File: src/rtl/window_mean_restore_pkg.sv
// Shared definitions (package astro_pkg) for the window mean-removal / restore path.
// Window geometry, pixel types and the restore FSM state type.
package astro_pkg;

    localparam int unsigned WIN_W   = 16;
    localparam int unsigned WIN_H   = 16;
    localparam int unsigned WIN_PIX = WIN_W * WIN_H;

    typedef logic [7:0]        pix_t;
    typedef logic signed [8:0] zpix_t;

    typedef enum logic {
        IDLE,
        STREAM
    } restore_state_t;

    // sum spans -256..510, so bit 9 flags negative and bit 8 flags overflow
    function automatic pix_t clamp_u8(input logic signed [9:0] sum);
        pix_t res;
        if (sum[9])
            res = '0;
        else if (sum[8])
            res = '1;
        else
            res = sum[7:0];
        return res;
    endfunction

endpackage

File: src/rtl/window_mean_restore_if.sv
// Stream interface for window_mean_restore: average, pixel-in and pixel-out handshakes.
// master drives the inputs of the block, slave is the block itself.
interface window_mean_restore_if;
    import astro_pkg::*;

    logic  avg_valid;
    pix_t  avg_in;
    logic  avg_ready;
    logic  in_valid;
    zpix_t in_data;
    logic  in_ready;
    logic  out_valid;
    pix_t  out_data;
    logic  out_last;
    logic  out_ready;

    modport master (
        output avg_valid, avg_in, in_valid, in_data, out_ready,
        input  avg_ready, in_ready, out_valid, out_data, out_last
    );

    modport slave (
        input  avg_valid, avg_in, in_valid, in_data, out_ready,
        output avg_ready, in_ready, out_valid, out_data, out_last
    );

endinterface

File: src/rtl/window_mean_restore_sat_add.sv
// sat_add_u8: signed 9-bit + unsigned 8-bit, clamped to unsigned 8-bit with a saturation flag.
// Purely combinational; shared with the other reconstruction paths.
module sat_add_u8
    import astro_pkg::*;
(
    input  zpix_t zpix,
    input  pix_t  avg,
    output pix_t  res,
    output logic  sat
);

    logic signed [9:0] sum;

    always_comb begin
        sum = $signed({zpix[8], zpix}) + $signed({2'b00, avg});
        sat = sum[9] | sum[8];
        res = clamp_u8(sum);
    end

endmodule

File: src/rtl/window_mean_restore.sv
// window_mean_restore: adds the window average back onto mean-subtracted pixels, clamps to u8.
// Optional saturated-pixel counter enabled by `define WINDOW_MEAN_RESTORE_SAT_CNT_EN.
module window_mean_restore
    import astro_pkg::*;
#(
    parameter  int unsigned WIN_W   = astro_pkg::WIN_W,
    parameter  int unsigned WIN_H   = astro_pkg::WIN_H,
    localparam int unsigned WIN_PIX = WIN_W * WIN_H,
    localparam int unsigned CNT_W   = $clog2(WIN_PIX)
) (
    input  logic                  clk,
    input  logic                  rst,
    window_mean_restore_if.slave  bus,
    output logic [CNT_W:0]        sat_count
);

    localparam logic [CNT_W-1:0] LAST_IDX = CNT_W'(WIN_PIX - 1);

    restore_state_t   state;
    restore_state_t   state_d;
    pix_t             avg_reg;
    logic [CNT_W-1:0] pix_cnt;
    logic             out_valid_q;
    pix_t             out_data_q;
    logic             out_last_q;

    logic             avg_ready_c;
    logic             in_ready_c;
    logic             avg_take;
    logic             accept;
    logic             last_acc;
    pix_t             pix_res;
    logic             pix_sat;

    assign avg_take = avg_ready_c && bus.avg_valid;
    assign accept   = in_ready_c && bus.in_valid;
    assign last_acc = accept && (pix_cnt == LAST_IDX);

    sat_add_u8 u_sat_add (
        .zpix (bus.in_data),
        .avg  (avg_reg),
        .res  (pix_res),
        .sat  (pix_sat)
    );

    always_ff @(posedge clk or posedge rst) begin
        if (rst)
            state <= IDLE;
        else
            state <= state_d;
    end

    always_comb begin
        state_d     = state;
        avg_ready_c = 1'b0;
        in_ready_c  = 1'b0;
        unique case (state)
            IDLE: begin
                avg_ready_c = 1'b1;
                if (bus.avg_valid)
                    state_d = STREAM;
            end
            STREAM: begin
                // a held, unconsumed output blocks the next accept
                in_ready_c = !out_valid_q || bus.out_ready;
                if (in_ready_c && bus.in_valid && (pix_cnt == LAST_IDX))
                    state_d = IDLE;
            end
            default: state_d = IDLE;
        endcase
    end

    always_ff @(posedge clk or posedge rst) begin
        if (rst) begin
            avg_reg     <= '0;
            pix_cnt     <= '0;
            out_valid_q <= 1'b0;
            out_data_q  <= '0;
            out_last_q  <= 1'b0;
        end else begin
            if (avg_take) begin
                avg_reg <= bus.avg_in;
                pix_cnt <= '0;
            end
            if (accept) begin
                pix_cnt     <= last_acc ? '0 : pix_cnt + 1'b1;
                out_valid_q <= 1'b1;
                out_data_q  <= pix_res;
                out_last_q  <= last_acc;
            end else if (bus.out_ready) begin
                out_valid_q <= 1'b0;
            end
        end
    end

`ifdef WINDOW_MEAN_RESTORE_SAT_CNT_EN
    logic [CNT_W:0] run_sat;
    logic [CNT_W:0] run_sat_nxt;

    assign run_sat_nxt = run_sat + {{CNT_W{1'b0}}, pix_sat};

    // the completed-window count includes the final pixel of that window
    always_ff @(posedge clk or posedge rst) begin
        if (rst) begin
            run_sat   <= '0;
            sat_count <= '0;
        end else begin
            if (avg_take)
                run_sat <= '0;
            else if (accept)
                run_sat <= run_sat_nxt;
            if (last_acc)
                sat_count <= run_sat_nxt;
        end
    end
`else
    logic sat_unused;
    assign sat_unused = pix_sat;
    assign sat_count  = '0;
`endif

    assign bus.avg_ready = avg_ready_c;
    assign bus.in_ready  = in_ready_c;
    assign bus.out_valid = out_valid_q;
    assign bus.out_data  = out_data_q;
    assign bus.out_last  = out_last_q;

endmodule

File: src/flat_wrapper.sv
// flat-port wrapper written by rule: the top's interface ports become plain ports
module window_mean_restore_flat import astro_pkg::*;
#(
    parameter  int unsigned WIN_W   = astro_pkg::WIN_W,
    parameter  int unsigned WIN_H   = astro_pkg::WIN_H,
    localparam int unsigned WIN_PIX = WIN_W * WIN_H,
    localparam int unsigned CNT_W   = $clog2(WIN_PIX)
)
  (clk, rst, sat_count, bus_avg_valid, bus_avg_in, bus_in_valid, bus_in_data, bus_out_ready, bus_avg_ready, bus_in_ready, bus_out_valid, bus_out_data, bus_out_last);
  window_mean_restore_if bus_i ();
  input  logic clk;
  input  logic rst;
  output logic [CNT_W:0] sat_count;
  input wire logic [$bits(bus_i.avg_valid)-1:0] bus_avg_valid;
  input wire logic [$bits(bus_i.avg_in)-1:0] bus_avg_in;
  input wire logic [$bits(bus_i.in_valid)-1:0] bus_in_valid;
  input wire logic [$bits(bus_i.in_data)-1:0] bus_in_data;
  input wire logic [$bits(bus_i.out_ready)-1:0] bus_out_ready;
  output wire logic [$bits(bus_i.avg_ready)-1:0] bus_avg_ready;
  output wire logic [$bits(bus_i.in_ready)-1:0] bus_in_ready;
  output wire logic [$bits(bus_i.out_valid)-1:0] bus_out_valid;
  output wire logic [$bits(bus_i.out_data)-1:0] bus_out_data;
  output wire logic [$bits(bus_i.out_last)-1:0] bus_out_last;
  assign bus_i.avg_valid = bus_avg_valid;
  assign bus_i.avg_in = bus_avg_in;
  assign bus_i.in_valid = bus_in_valid;
  assign bus_i.in_data = bus_in_data;
  assign bus_i.out_ready = bus_out_ready;
  assign bus_avg_ready = bus_i.avg_ready;
  assign bus_in_ready = bus_i.in_ready;
  assign bus_out_valid = bus_i.out_valid;
  assign bus_out_data = bus_i.out_data;
  assign bus_out_last = bus_i.out_last;
  window_mean_restore #(.WIN_W(WIN_W), .WIN_H(WIN_H)) u_core (.clk(clk), .rst(rst), .bus(bus_i), .sat_count(sat_count));
endmodule
File: config.mk
export PLATFORM = sky130hd
export DESIGN_NAME = window_mean_restore_flat
export DESIGN_NICKNAME = d
export VERILOG_FILES = /design/src/rtl/window_mean_restore_pkg.sv /design/src/rtl/window_mean_restore_if.sv /design/src/rtl/window_mean_restore_sat_add.sv /design/src/rtl/window_mean_restore.sv /design/src/flat_wrapper.sv
export SDC_FILE = /design/constraint.sdc
export NUM_CORES = 1
export LEC_CHECK = 0
export ABC_AREA = 1
export CORE_UTILIZATION = 52
export CTS_CLUSTER_DIAMETER = 150
export DETAILED_ROUTE_END_ITERATION = 10
export GPL_TIMING_DRIVEN = 0
export MAX_ROUTING_LAYER = met4
export PLACE_DENSITY = 0.95
export SLEW_MARGIN = 20
export SYNTH_ARGS = -nofsm -noshare
export SYNTH_HDL_FRONTEND = slang
export SYNTH_SLANG_ARGS = --single-unit
File: constraint.sdc
create_clock -name clk -period 3.4 [get_ports clk]
set_input_delay 0.34 -clock clk [delete_from_list [all_inputs] [get_ports clk]]
set_output_delay 0.34 -clock clk [all_outputs]
set_load 0.005 [all_outputs]
==> results.json, run 1 <==
{
  "status": "finished clean",
  "grt_pass1_wl_um": 5350,
  "yosysWarnings": 0,
  "crit_type": "in2reg",
  "p_leak_nw": 1.10,
  "vias": 1445,
  "die_area_um2": 3470,
  "dp_slack_ps": 1170,
  "fin_nets": 289,
  "critPathMaxFanout": 8,
  "avgViaCountPerCell": 4.82,
  "dr.pass1.iters": 4,
  "clk_latency_ps": 340,
  "grtUsageTotal_pct": 21.0,
  "cts_resized": 0,
  "die_y_um": 58.9,
  "drv_cap": 0,
  "synth-main-ff-cell": "dfrtp_1",
  "post-route-period-util_pct": 54.9,
  "diodes": 0,
  "tightest_slew_ps": 946,
  "drtIter0Drc": 79,
  "io_pins": 43,
  "total_power_mw": 0.944,
  "crit_arrival_ps": 2110,
  "cts_htree_levels": 1,
  "root_buffer": "clkbuf_4",
  "core_area_um2": 3050,
  "fmax_ghz": 0.535,
  "synth-edff-count": 0,
  "reg2reg_from": "u_core.avg_reg[0]$_DFFE_PP0P_",
  "p_per_area_nw_per_um2": 444,
  "cts_tree": "yes",
  "peakVddDrop_uv": 230,
  "wirelength_um": 3240,
  "routedWlPerCell_um": 10.8,
  "reg2reg_depth": 10,
  "setup_tns_ps": 0,
  "ys_seq_elements": 27,
  "cts_setup_buffers": 0,
  "placed_cell_area_um2": 2100,
  "critPathLaunch": "bus_in_data[0]",
  "start_util_pct": 55.2,
  "clkTransAtPathRegs_ps": 150,
  "clock-sinks": 27,
  "final_cell_mix": "73 x nand2_1, 33 x clkdlybuf4s50_1, 27 x dfrtp_1",
  "start_kind": "primary input",
  "fin_area_um2": 2130,
  "synthCells": 211,
  "fin_skew_ps": 11.6,
  "grt_max_degree": 28,
  "clock_path_buffers": 2,
  "period_minus_slack_ps": 1870,
  "dp_hpwl_um": 2550,
  "drcViolationCount": 0,
  "cp-end-kind": "register",
  "fin_ws_ps": 1530,
  "syn2layout_area_growth_pct": 26.3,
  "antenna_left": 0,
  "yosysSeqAreaShare_pct": 40.1,
  "cts_made_buffers": 3,
  "dieWidth_um": 58.9,
  "globalRouteOverflowTotal": 0,
  "hold_slack_ps": 373,
  "relSlewSlack_pct": 36.6,
  "avgSynthCellArea_um2": 7.99,
  "gp_congestion": 0.899,
  "required_ps": 3650,
  "first_global_vias": 1305,
  "place.port_buffers": 33,
  "drive_gt1_share_pct": 14.5,
  "fp-row-count": 20,
  "maxSlewViolCount": 0,
  "netlist_area_um2": 1690,
  "hold_buffers": 0,
  "finalSetupViolCount": 0,
  "rsz0062_at_grt": "false",
  "antenna_found_initial": 0,
  "layout_commonest_cell": "nand2_1",
  "num-fill-cells": 240,
  "ys_types": 29,
  "min_path_type": "in2async",
  "hold_violations": 0,
  "async_reset_ff_share_pct": 100
}
-- routing by layer --
layer | vias up | global-route usage (%) | part of all wire [%]
met3 | 3 | 2.20 | 3.5
met4 | 0 | 8.84 | 1.1
li1 | 739 | - | -
met2 | 44 | 35.1 | 49
met5 | - | - | 0
met1 | 659 | 25.8 | 46
-- layout make-up --
type	count	area [um2]	area share, %
Tap cell	44	55.1	2.59
Inverter	26	97.6	4.59
Sequential cell	27	676	31.7
Timing Repair Buffer	33	330	15.5
Clock inverter	1	5.00	0.235
Clock buffer	3	22.5	1.06
Multi-Input combinational cell	155	866	40.7
Buffer	11	76.3	3.59
-- cells in the mapped netlist (3+ instances only) --
cell	n	area share [%]
nor2_1	4	0.89
inv_1	23	5.1
buf_4	9	4.0
nand3_1	14	4.2
mux2_2	8	5.3
xnor2_1	3	1.6
ha_1	9	6.7
inv_2	3	0.67
dfrtp_1	27	40
o22ai_1	4	1.5
a21oi_1	4	1.2
nand2_1	73	16
nand2_2	7	2.6
o21ai_0	4	1.2
-- worst paths after layout --
path | endpoint | slack, ps
setup / recovery | u_core.bus.out_data[2]$_DFFE_PP0P_ | 1530
max in group asynchronous | u_core.pix_cnt[5]$_DFFE_PP0P_ | 2580
setup reg to reg | u_core.bus.out_data[2]$_DFFE_PP0P_ | 1560
hold reg to reg | u_core.bus.out_data[6]$_DFFE_PP0P_ | 500
hold / removal | u_core.bus.out_data[7]$_DFFE_PP0P_ | 370
min in group clk | u_core.bus.out_data[6]$_DFFE_PP0P_ | 500
-- logic make-up after synthesis --
group | synth area share, %
adders and majority gates | 7.87
DFF | 40.1
and+or+nand+nor | 27.4
AOI/OAI and AO/OA | 6.16
xor gates and xnor gates | 2.60
other | 0.223
buffers and inverters | 10.3
muxes | 5.35
-- through the flow --
stage | std cells | util [%]
finish | 300 | 69.7
global route | 300 | 69.7
detailed placement | 296 | 68.8
CTS | 300 | 69.7
floorplan | 219 | -
global placement | 296 | 68.8
-- power breakdown --
part           internal [mW]  leakage [nW]  total, mW  switching (mW)
sequential             0.390         0.339      0.447          0.0570
clock                 0.0444        0.0177      0.145           0.101
combinational          0.173         0.743      0.351           0.178
total                  0.608          1.10      0.944           0.336
-- worst max-delay path, stage by stage --
cell	delay, ps
clkdlybuf4s50_1	400
ha_1	240
fa_1	410
nand3_1	110
nand2_1	110
nand2_1	100
nand3_1	80
nand2_2	140
nand2_1	60
nand2_1	70
nand2_1	40
Power figures use the tool's default switching activity.
==> inputs of run 2 (changes only) <==
- CORE_UTILIZATION: 52 -> 49
- PLACE_DENSITY: 0.95 -> 0.92
- clock period: 3.4 -> 1.85 ns (I/O delays scaled with it)
==> results.json, run 2 (synthesis results as in run 1) <==
{
  "status": "finished clean",
  "reg2reg_setup_slack_ps": 110,
  "rsz0062_at_grt": "false",
  "fmax_ghz": 0.573,
  "antenna_found_initial": 0,
  "relSlewSlack_pct": 37.4,
  "num-fill-cells": 271,
  "vias": 1436,
  "dp_slack_ps": -226,
  "min_path_type": "in2async",
  "fin_ws_ps": 105,
  "crit_type": "reg2reg",
  "total_power_mw": 1.74,
  "reg2reg_depth": 10,
  "fin_nets": 290,
  "required_ps": 2080,
  "first_global_vias": 1307,
  "core_area_um2": 3150,
  "place.port_buffers": 33,
  "finalSetupViolCount": 0,
  "dieWidth_um": 60.6,
  "root_buffer": "clkbuf_4",
  "syn2layout_area_growth_pct": 28.1,
  "wirelength_um": 3240,
  "period_minus_slack_ps": 1740,
  "drcViolationCount": 0,
  "grt_util_met3_pct": 2.99,
  "gp_congestion": 0.873,
  "hold_slack_ps": 238,
  "crit_arrival_ps": 1970,
  "io_pins": 43,
  "antenna_left": 0,
  "reg2reg_from": "u_core.avg_reg[0]$_DFFE_PP0P_",
  "clock-sinks": 27,
  "peakVddDrop_uv": 460,
  "layout_commonest_cell": "nand2_1",
  "maxSlewViolCount": 0,
  "avgViaCountPerCell": 4.77,
  "grt.busiest_layer": "met2",
  "critPathMaxFanout": 8,
  "drive_gt1_share_pct": 16.3,
  "tightest_slew_ps": 933,
  "p_per_area_nw_per_um2": 804,
  "final_cell_mix": "71 x nand2_1, 33 x clkdlybuf4s50_1, 27 x dfrtp_1",
  "grtUsageTotal_pct": 20.4,
  "fin_skew_ps": 8.46,
  "hold_violations": 0,
  "die_area_um2": 3680,
  "cts_tree": "yes",
  "die_y_um": 60.6,
  "clock_path_buffers": 2,
  "fp-row-count": 20,
  "dp_hpwl_um": 2500,
  "grt_max_degree": 28,
  "globalRouteOverflowTotal": 0,
  "drv_cap": 0,
  "cts_made_buffers": 3,
  "clk_latency_ps": 320,
  "post-route-period-util_pct": 94.3,
  "final_cells": 301,
  "start_util_pct": 53.5,
  "grt_pass1_wl_um": 5420,
  "final_core_util_pct": 68.5,
  "p_leak_nw": 1.10,
  "diodes": 0,
  "met2_usage_pct": 33.4,
  "cp-end-kind": "register",
  "dp_cells": 296,
  "routedWlPerCell_um": 10.8,
  "use_met1_pct": 26.1,
  "cts_htree_levels": 1,
  "start_kind": "register",
  "r2r-end": "u_core.bus.out_data[3]$_DFFE_PP0P_",
  "drtIter0Drc": 71,
  "hold_buffers": 0,
  "dr.pass1.iters": 6,
  "clkTransAtPathRegs_ps": 150
}
[run 2: cell types whose count changed in the layout (fill, tap and decap cells not counted), sizes merged]
cell / delta
clkinv: -1
clkbuf: +1
buf: +1
[run 2: worst max-delay path: stages, from the launching register on]
cell     delay (ps)
dfrtp_1         440
ha_4            180
fa_2            380
nand3_2          90
nand2_2          80
nand2_2          70
nand3_1          70
nand2_2         140
nand2_1          70
nand2_1          70
nand2_1          50
[run 2: power breakdown]
group / switching (mW) / internal [mW]
Clock: 0.172 / 0.0844
Combinational: 0.330 / 0.328
Sequential: 0.104 / 0.718
[run 2: per-layer routing]
layer  wire [um]  up-vias
li1            -      744
met1        1510      650
met2        1570       38
met3         132        4
met4          24        0
met5           0        -
[run 2: area by class of cell]
type                            instances  area, um2  share of cell area, %
Timing Repair Buffer                   34        338                   15.6
Inverter                               26       97.6                   4.52
Tap cell                               44       55.1                   2.55
Clock buffer                            4       26.3                   1.22
Buffer                                 11       76.3                   3.53
Sequential cell                        27        676                   31.3
Multi-Input combinational cell        155        891                   41.3
[run 2: how the worst max path moves through the flow]
stage | from | endpoint | slack, ps | cells past startpoint
finish | u_core.avg_reg[0]$_DFFE_PP0P_ | u_core.bus.out_data[3]$_DFFE_PP0P_ | 110 | 10
global route | u_core.avg_reg[0]$_DFFE_PP0P_ | u_core.bus.out_data[1]$_DFFE_PP0P_ | 20 | 10
CTS | u_core.avg_reg[0]$_DFFE_PP0P_ | u_core.bus.out_data[3]$_DFFE_PP0P_ | 60 | 10
detailed placement | bus_in_data[0] | u_core.bus.out_data[3]$_DFFE_PP0P_ | -230 | 11
global placement | bus_in_data[0] | u_core.bus.out_data[5]$_DFFE_PP0P_ | -210 | 11
floorplan | u_core.avg_reg[0]$_DFFE_PP0P_ | u_core.bus.out_data[0]$_DFFE_PP0P_ | 170 | 10
[run 2: what timing repair did]
action                                  CTS  global route
endpoints found under the setup margin    2             8
pin swaps                                 1             3
cloned                                    0             0
setup buffers                             0             1
gates resized for setup                   1             5
[run 2: through the flow]
step,setup TNS (ps),instance area [um2]
final,0,2160
after detailed placement,-1700,2100
after CTS,0,2130
after floorplan,0,1720
after global placement,-1600,2100
after global routing,0,2160
